[src/rtl/alu_mc.sv]
// alu_mc: multi-cycle MIPS-style R-type ALU with internal HI/LO.
// Single-cycle ops answer at the accept edge; MULT/DIV iterate then FIX.
module alu_mc #(
  parameter int WIDTH = 32,
  localparam int SHW = $clog2(WIDTH)
) (
  input  logic             clk,
  input  logic             rst_n,
  input  logic             in_valid,
  output logic             in_ready,
  input  logic [WIDTH-1:0] a,
  input  logic [WIDTH-1:0] b,
  input  logic [SHW-1:0]   shamt,
  input  logic [5:0]       funct,
  output logic             out_valid,
  output logic [WIDTH-1:0] out,
  output logic             err
);

  typedef enum logic [1:0] {IDLE, MUL, DIV, FIX} state_t;

  state_t state, nstate;

  logic [WIDTH-1:0]   hi, lo, opb, araw, res;
  logic [WIDTH-1:0]   mag_a, mag_b, qfix, rfix;
  logic [2*WIDTH-1:0] p, pfix;
  logic [WIDTH:0]     msum, dshift, ddiff;
  logic [SHW-1:0]     cnt;
  logic mul_r, sa, sb, dz;
  logic res_err, mc, sgn, last, accept;

  assign accept = in_valid & in_ready;
  assign last   = cnt == SHW'(WIDTH-1);
  assign sgn    = ~funct[0];
  assign mag_a  = (sgn & a[WIDTH-1]) ? -a : a;
  assign mag_b  = (sgn & b[WIDTH-1]) ? -b : b;

  always_comb begin
    res     = '0;
    res_err = 1'b0;
    mc      = 1'b0;
    unique case (funct)
      6'h00: res = a << shamt;
      6'h02: res = a >> shamt;
      6'h03: res = $signed(a) >>> shamt;
      6'h10: res = hi;
      6'h12: res = lo;
      6'h11, 6'h13: res = a;
      6'h20, 6'h21: res = a + b;
      6'h22, 6'h23: res = a - b;
      6'h24: res = a & b;
      6'h25: res = a | b;
      6'h26: res = a ^ b;
      6'h27: res = ~(a | b);
      6'h2a: res = WIDTH'($signed(a) < $signed(b));
      6'h2b: res = WIDTH'(a < b);
      6'h18, 6'h19, 6'h1a, 6'h1b: mc = 1'b1;
      default: res_err = 1'b1;
    endcase
  end

  always_ff @(posedge clk or negedge rst_n) begin
    if (!rst_n) state <= IDLE;
    else        state <= nstate;
  end

  always_comb begin
    nstate = state;
    unique case (state)
      IDLE: if (accept && mc) nstate = funct[1] ? DIV : MUL;
      MUL, DIV: if (last) nstate = FIX;
      FIX: nstate = IDLE;
      default: nstate = IDLE;
    endcase
  end

  always_comb in_ready = (state == IDLE);

  // p holds {acc, multiplier} for MUL and {remainder, quotient} for DIV
  assign msum   = {1'b0, p[2*WIDTH-1:WIDTH]} + {1'b0, p[0] ? opb : '0};
  assign dshift = {p[2*WIDTH-1:WIDTH], p[WIDTH-1]};
  assign ddiff  = dshift - {1'b0, opb};
  assign pfix   = (sa ^ sb) ? -p : p;
  assign qfix   = (sa ^ sb) ? -p[WIDTH-1:0] : p[WIDTH-1:0];
  assign rfix   = sa ? -p[2*WIDTH-1:WIDTH] : p[2*WIDTH-1:WIDTH];

  always_ff @(posedge clk or negedge rst_n) begin
    if (!rst_n) begin
      hi <= '0; lo <= '0; out <= '0;
      out_valid <= 1'b0; err <= 1'b0;
      p <= '0; opb <= '0; araw <= '0; cnt <= '0;
      mul_r <= 1'b0; sa <= 1'b0; sb <= 1'b0; dz <= 1'b0;
    end else begin
      out_valid <= 1'b0;
      unique case (state)
        IDLE: if (accept) begin
          if (mc) begin
            p     <= {{WIDTH{1'b0}}, mag_a};
            opb   <= mag_b;
            araw  <= a;
            sa    <= sgn & a[WIDTH-1];
            sb    <= sgn & b[WIDTH-1];
            dz    <= (b == '0);
            mul_r <= ~funct[1];
            cnt   <= '0;
          end else begin
            out       <= res;
            err       <= res_err;
            out_valid <= 1'b1;
            if (funct == 6'h11) hi <= a;
            if (funct == 6'h13) lo <= a;
          end
        end
        MUL: begin
          p   <= {msum, p[WIDTH-1:1]};
          cnt <= cnt + 1'b1;
        end
        DIV: begin
          p   <= {ddiff[WIDTH] ? dshift[WIDTH-1:0] : ddiff[WIDTH-1:0],
                  p[WIDTH-2:0], ~ddiff[WIDTH]};
          cnt <= cnt + 1'b1;
        end
        FIX: begin
          out_valid <= 1'b1;
          err       <= ~mul_r & dz;
          if (mul_r) begin
            {hi, lo} <= pfix;
            out      <= pfix[WIDTH-1:0];
          end else if (dz) begin
            hi  <= araw;
            lo  <= '1;
            out <= '1;
          end else begin
            hi  <= rfix;
            lo  <= qfix;
            out <= qfix;
          end
        end
        default: ;
      endcase
    end
  end

endmodule

[config.mk]
export PLATFORM = sky130hd
export DESIGN_NAME = alu_mc
export DESIGN_NICKNAME = d
export VERILOG_FILES = /design/src/rtl/alu_mc.sv
export SDC_FILE = /design/constraint.sdc
export NUM_CORES = 2
export LEC_CHECK = 0
export ABC_CLOCK_PERIOD_IN_PS = 6100
export BUFFER_PORTS_ARGS = -buffer_cell sky130_fd_sc_hd__buf_2
export CELL_PAD_IN_SITES_DETAIL_PLACEMENT = 1
export CELL_PAD_IN_SITES_GLOBAL_PLACEMENT = 1
export CORE_MARGIN = 5
export CORE_UTILIZATION = 40
export DETAILED_ROUTE_END_ITERATION = 10
export HOLD_SLACK_MARGIN = 0.05
export PLACE_DENSITY_LB_ADDON = 0.1
export RECOVER_POWER = 50
export SLEW_MARGIN = 5
export SYNTH_ARGS = -nofsm -noshare
export SYNTH_HDL_FRONTEND = slang
export SYNTH_SLANG_ARGS = --single-unit
[constraint.sdc]
create_clock -name clk -period 6.1 [get_ports clk]
set_input_delay 0.915 -clock clk [delete_from_list [all_inputs] [get_ports clk]]
set_output_delay 0.915 -clock clk [all_outputs]
set_load 0.1 [all_outputs]
# [Word-level counts from Yosys, hierarchy flattened]
# Cells that the tools add are included.
[totals] regBits=237 in_bits=78 output_inout_bits=35 elab_cells=134
[op_classes] n_addsub=10 n_lt_le_gt_ge=2 eq_ne=31 n_shift=3 n_mux=41 n_bitwise=13 reduce_logical=20
[ops] op="2-to-1 mux 32 bit" n=18
[ops] op="case mux 32 bit (14 select lines)" n=1
[ops] op="2-to-1 mux 64 bit" n=3
[ops] op="case mux 32 bit (2 select lines)" n=3
[ops] op="case mux 64 bit (3 select lines)" n=1
[ops] op="negation 32 bit" n=4
[ops] op="less-than comparator 32 bit" n=2
[ops] op="negation 64 bit" n=1
[ops] op="equality test 6 bit (second input constant)" n=10
[ops] op="equality test 6 x 5 -> 1 bit (second input constant)" n=8
[ops] op="adder 32 x 32 -> 33 bit" n=1
[ops] op="subtractor 33 x 32 -> 33 bit" n=1
[ops] op="adder 32 bit" n=1
[ops] op="AND 32 bit" n=1
[ops] op="zero test 32 bit" n=1
[ops] op="NOT 32 bit" n=1
[ops] op="bitwise OR 32 bit" n=1
[ops] op="<< shifter 32 x 5 -> 32 bit" n=1
[ops] op="right shift 32 x 5 -> 32 bit" n=1
[ops] op=">>> shifter 32 x 5 -> 32 bit" n=1
[ops] op="subtractor 32 bit" n=1
[ops] op="bitwise XOR 32 bit" n=1
[ops] op="OR reduction 21 bit" n=1
[ops] op="equality test 6 x 2 -> 1 bit (second input constant)" n=2
[ops] op="other kinds (25)" n=54

# [Longest topological paths before layout]
[depth] word_depth=6 ltp_mapped=15 mapped_depth_nobuf=14

# [Worst setup path after synthesis]
# Ideal clock, no wire load.
[synth_path] kind="input port to flip-flop" startpoint="in a[10]" endpoint="reg out[25]" setup_ns=0.136 arrival_ns=3.850 required_ns=5.964 path_slack_ns=2.115 cell_stages=14 n_path_buf=2 path_cell_list="clkbuf_1 inv_1 ha_1 clkbuf_1 or4_1 or3_1 a21oi_1 o2111ai_1 o21ai_0 a21oi_1 o31ai_1 xnor2_1 a221oi_1 a211oi_1"
[synth_between] elab_chain_cells=5 elab_cells_between_ends=9 cone_classes="add/sub: 2; shift: 3; mux: 4"
[synth_lines] element="from (decl)" line="11" rtl="input logic [WIDTH-1:0] a,"
[synth_lines] element="subtractor 32 bit, or another cell as far along" line="50" rtl="6'h22, 6'h23: res = a - b;"
[synth_lines] element="case mux 32 bit (14 select lines) *" line="42" rtl="unique case (funct)"
[synth_lines] element="2-to-1 mux 32 bit *" line="97" rtl="if (mc) begin"
[synth_lines] element="2-to-1 mux 32 bit *" line="96" rtl="IDLE: if (accept) begin"
[synth_lines] element="case mux 32 bit (2 select lines) *" line="95" rtl="unique case (state)"
[synth_lines] element="to (signal assigned)" line="107" rtl="out <= res;"
[synth_lines] element="to (signal assigned)" line="128" rtl="out <= pfix[WIDTH-1:0];"
[synth_lines] element="to (signal assigned)" line="136" rtl="out <= qfix;"
[synth_lines] element="to (decl)" line="16" rtl="output logic [WIDTH-1:0] out,"
# Every way passes the cells marked *; elsewhere a longest branch is shown, timed or not. The select of a mux whose other input is x is not followed.
# A chain may end at the register's enable or synchronous reset.

==> results.py <==
metrics = {
    "run_status": {
        "status": "finished with violations",
        "violations": "design-rule violations, max-capacitance violations, max-slew violations",
    },
    "pwr": {
        "max-vdd-ir-drop_uv": 306,
        "p_per_area_mw_per_mm2": 568,
        "power.leakage_nw": 12.9,
        "power.total_mw": 17.3,
    },
    "yosys": {
        "synthArstFlopShare_pct": 100,
        "synth-seq-cells": 237,
        "synth_top_family_by_area": "compound AO/OA/AOI/OAI gates",
        "ys_seq_area_share_pct": 21.3,
        "synth_mux_area_share_pct": 8.07,
        "syn_area_per_cell_sq_um": 7.38,
        "synthDistinctLibCells": 91,
        "ys.warnings.count": 0,
        "synth_fa_ha_area_share_pct": 8.70,
        "synthCells": 3768,
        "yosys.area_share.xor_xnor_pct": 6.30,
        "synth_compound_area_share_pct": 29.3,
        "synth_edf_count": 0,
        "post_synth_and_or_nand_nor_area_fraction_pct": 19.6,
        "ys.flop_type": "dfrtp_1",
        "synth_fp_nets": 4037,
        "synth_area_sq_mm": 0.0278,
    },
    "grt": {
        "first_global_vias": 31600,
        "grt_usage_pct": 42.1,
        "grt_pass1_wl_microns": 232000,
        "grt_max_degree": 167,
        "antenna_found_initial": 19,
        "grt_remaining_overflow": 0,
    },
    "layout": {
        "synthToLayoutAreaGrowth_pct": 9.74,
        "nFillCells": 8646,
        "stdcell_area_sq_mm": 0.0305,
        "multi_input_area_sq_mm": 0.0201,
        "drive_above_1_share_pct": 9.88,
        "nets": 4000,
        "ff_latch_area_sq_mm": 0.00593,
        "stdcell_count": 4694,
    },
    "clock_network": {
        "post_cts_buffers": 0,
        "cts_buffers": 34,
        "clk_path_buf_depth": 3,
        "clkSlewWorstSetupHoldPaths_ns": 0.06,
        "cts-resized-gates": 0,
        "clock-root-buffer": "clkbuf_16",
        "tritoncts": "done",
        "clock_latency_ns": 0.57,
        "h-tree-depth": 2,
        "hold_buffers": 0,
        "cts_sinks": 237,
    },
    "critical_path": {
        "worstPathCellList": "clkdlybuf4s25_1",
        "critPathMaxStageDelay_ns": 3.53,
        "slowest_stage": "clkdlybuf4s25_1",
        "worstPathRequired_ns": 5.59,
        "start_kind": "input port",
        "worst-endpoint-arrival_ns": 4.60,
        "worstSetupPathType": "input port to async pin",
        "cp_max_fo": 72,
        "critical_path_buf_inv_count": 1,
        "cp_top_family": "buffers and inverters",
        "crit_path_end_kind": "async pin",
    },
    "timing": {
        "hold_viol": 0,
        "rsz0062_at_grt": "false",
        "slew_headroom_pct": -226,
        "post-route-period-util_pct": 83.9,
        "worst_slew_pin_slew_ns": 4.90,
        "finClkSkew_ns": 0.0241,
        "hold_ws_ns": 0.472,
        "fmax_mhz": 195,
        "slew_violations": 117,
        "period_needed_ns": 5.12,
        "finalSetupTns_ns": 0,
        "setup_viol": 0,
    },
    "floorplan": {
        "chipHeight_microns": 274,
        "rows": 96,
        "core_sq_mm": 0.0687,
        "start_util_pct": 40.5,
        "die_x_microns": 274,
        "design.portCount": 113,
        "die_area_sq_mm": 0.0749,
    },
    "placement": {
        "dpl-instance-area_sq_mm": 0.0293,
        "routabilityCongestion": 1.07,
        "port_buffers": 112,
        "dpl.hpwl_microns": 128000,
        "dpl.cell_count": 4626,
    },
    "routing": {
        "postRouteWirelength_microns": 163000,
        "drt-wirelength-per-cell_microns": 34.8,
        "post_drt_via_cell_ratio": 6.87,
        "ant_nets": 0,
        "drt_iter0_drc": 4357,
        "drc": 3,
        "drt_pass1_iterations": 9,
        "vias": 32200,
    },
    "min_path": {
        "hold_path_class": "register to register",
    },
    "job": {
        "max_cap_violations": 2,
    },
}
[layer usage]
| layer | part of all wire [%] | GRT usage, % | vias to the layer above |
|---|---|---|---|
| met5 | 0.046 | 0 | - |
| met1 | 41 | 56.8 | 16100 |
| met2 | 41 | 60.4 | 2007 |
| met4 | 7.1 | 22.8 | 10 |
| li1 | - | - | 13600 |
| met3 | 12 | 12.4 | 450 |
[report_power, final]
part           internal, mW  switching [mW]  leakage (nW)  total, mW
combinational          3.62            8.21          9.40       11.8
clock                  1.35           0.884         0.593       2.24
sequential             2.32           0.940          2.93       3.26
total                  7.30            10.0          12.9       17.3
[registers in the layout, indices dropped and copies added (netlist names)]
| signal | flops |
|---|---|
| araw | 32 |
| cnt | 5 |
| dz | 1 |
| err | 1 |
| hi | 32 |
| lo | 32 |
| mul_r | 1 |
| opb | 32 |
| out | 32 |
| out_valid | 1 |
| p | 64 |
| sa | 1 |
| sb | 1 |
| state | 2 |
[metrics by stage]
| stage | worst slack, ns | utilization, % |
|---|---|---|
| after floorplan | 2.11 | - |
| after global placement | 0.867 | 42.6 |
| after detailed placement | 1.14 | 42.6 |
| after CTS | 1.16 | 44.4 |
| after global routing | 0.580 | 44.4 |
| final | 0.985 | 44.4 |
[worst paths after layout]
kind / startpoint / end / slack, ns / cells after the start
min in group asynchronous: rst_n / p[42]$_DFFE_PN0P_ / 2.26 / 1
min: out[4]$_DFFE_PN0P_ / out[4]$_DFFE_PN0P_ / 0.47 / 2
max reg2reg: p[31]$_DFFE_PN0P_ / p[48]$_DFFE_PN0P_ / 1.05 / 15
max in group clk: p[31]$_DFFE_PN0P_ / p[48]$_DFFE_PN0P_ / 1.05 / 15
min reg2reg: out[4]$_DFFE_PN0P_ / out[4]$_DFFE_PN0P_ / 0.47 / 2
max: rst_n / opb[22]$_DFFE_PN0P_ / 0.98 / 1
[cells in the final DEF (no fill, tap or decap), types with 25 or more instances in the layout]
cell type	instances
inv_1	166
a21oi_1	332
ha_1	185
o221ai_1	26
mux2i_1	116
buf_4	104
xor2_1	52
o211ai_1	34
nor3_1	70
o21ai_0	325
a221oi_1	59
a31oi_1	78
a21o_1	45
clkbuf_16	34
nor4_1	28
a211oi_1	54
or3_1	25
mux4_2	43
a22oi_1	35
nand2_1	384
o22ai_1	35
nand3_1	66
buf_2	108
o31ai_1	62
dfrtp_1	237
xnor2_1	145
nor2_1	484
[logic make-up after synthesis]
| kind of cell | count (synthesis) |
|---|---|
| AOI/OAI and AO/OA | 1277 |
| and+or+nand+nor | 1228 |
| buffers and inverters | 467 |
| DFF | 237 |
| xor gates and xnor gates | 199 |
| adders and majority gates | 191 |
| muxes | 169 |
[synthesized netlist by cell type (all sizes together), types with 67 or more instances]
master | instances | area share [%]
nand2 | 387 | 5.2
nor3 | 72 | 1.3
o21ai | 329 | 5.9
mux2i | 116 | 4.2
xnor2 | 146 | 4.6
clkbuf | 234 | 3.2
dfrtp | 237 | 21
a31oi | 78 | 1.8
a21oi | 334 | 6.0
inv | 168 | 2.3
nor2 | 484 | 6.5
nand3 | 67 | 1.2
ha | 187 | 8.4
[tightest hold or removal path, stage by stage, from the launching register on]
cell,delay (ns)
dfrtp_1,0.34
nand2_1,0.05
nand2_1,0.05
[area by class of cell]
class / instances / area share [%]
well taps: 931 / 3.82
inverters: 174 / 2.14
flip-flops and latches: 237 / 19.4
repair buffers: 220 / 4.72
clock inverters: 14 / 0.890
multi-input cells: 3064 / 65.8
clock buffers: 46 / 3.10
diodes: 8 / 0.0656
(Power assumes the default switching activity.)
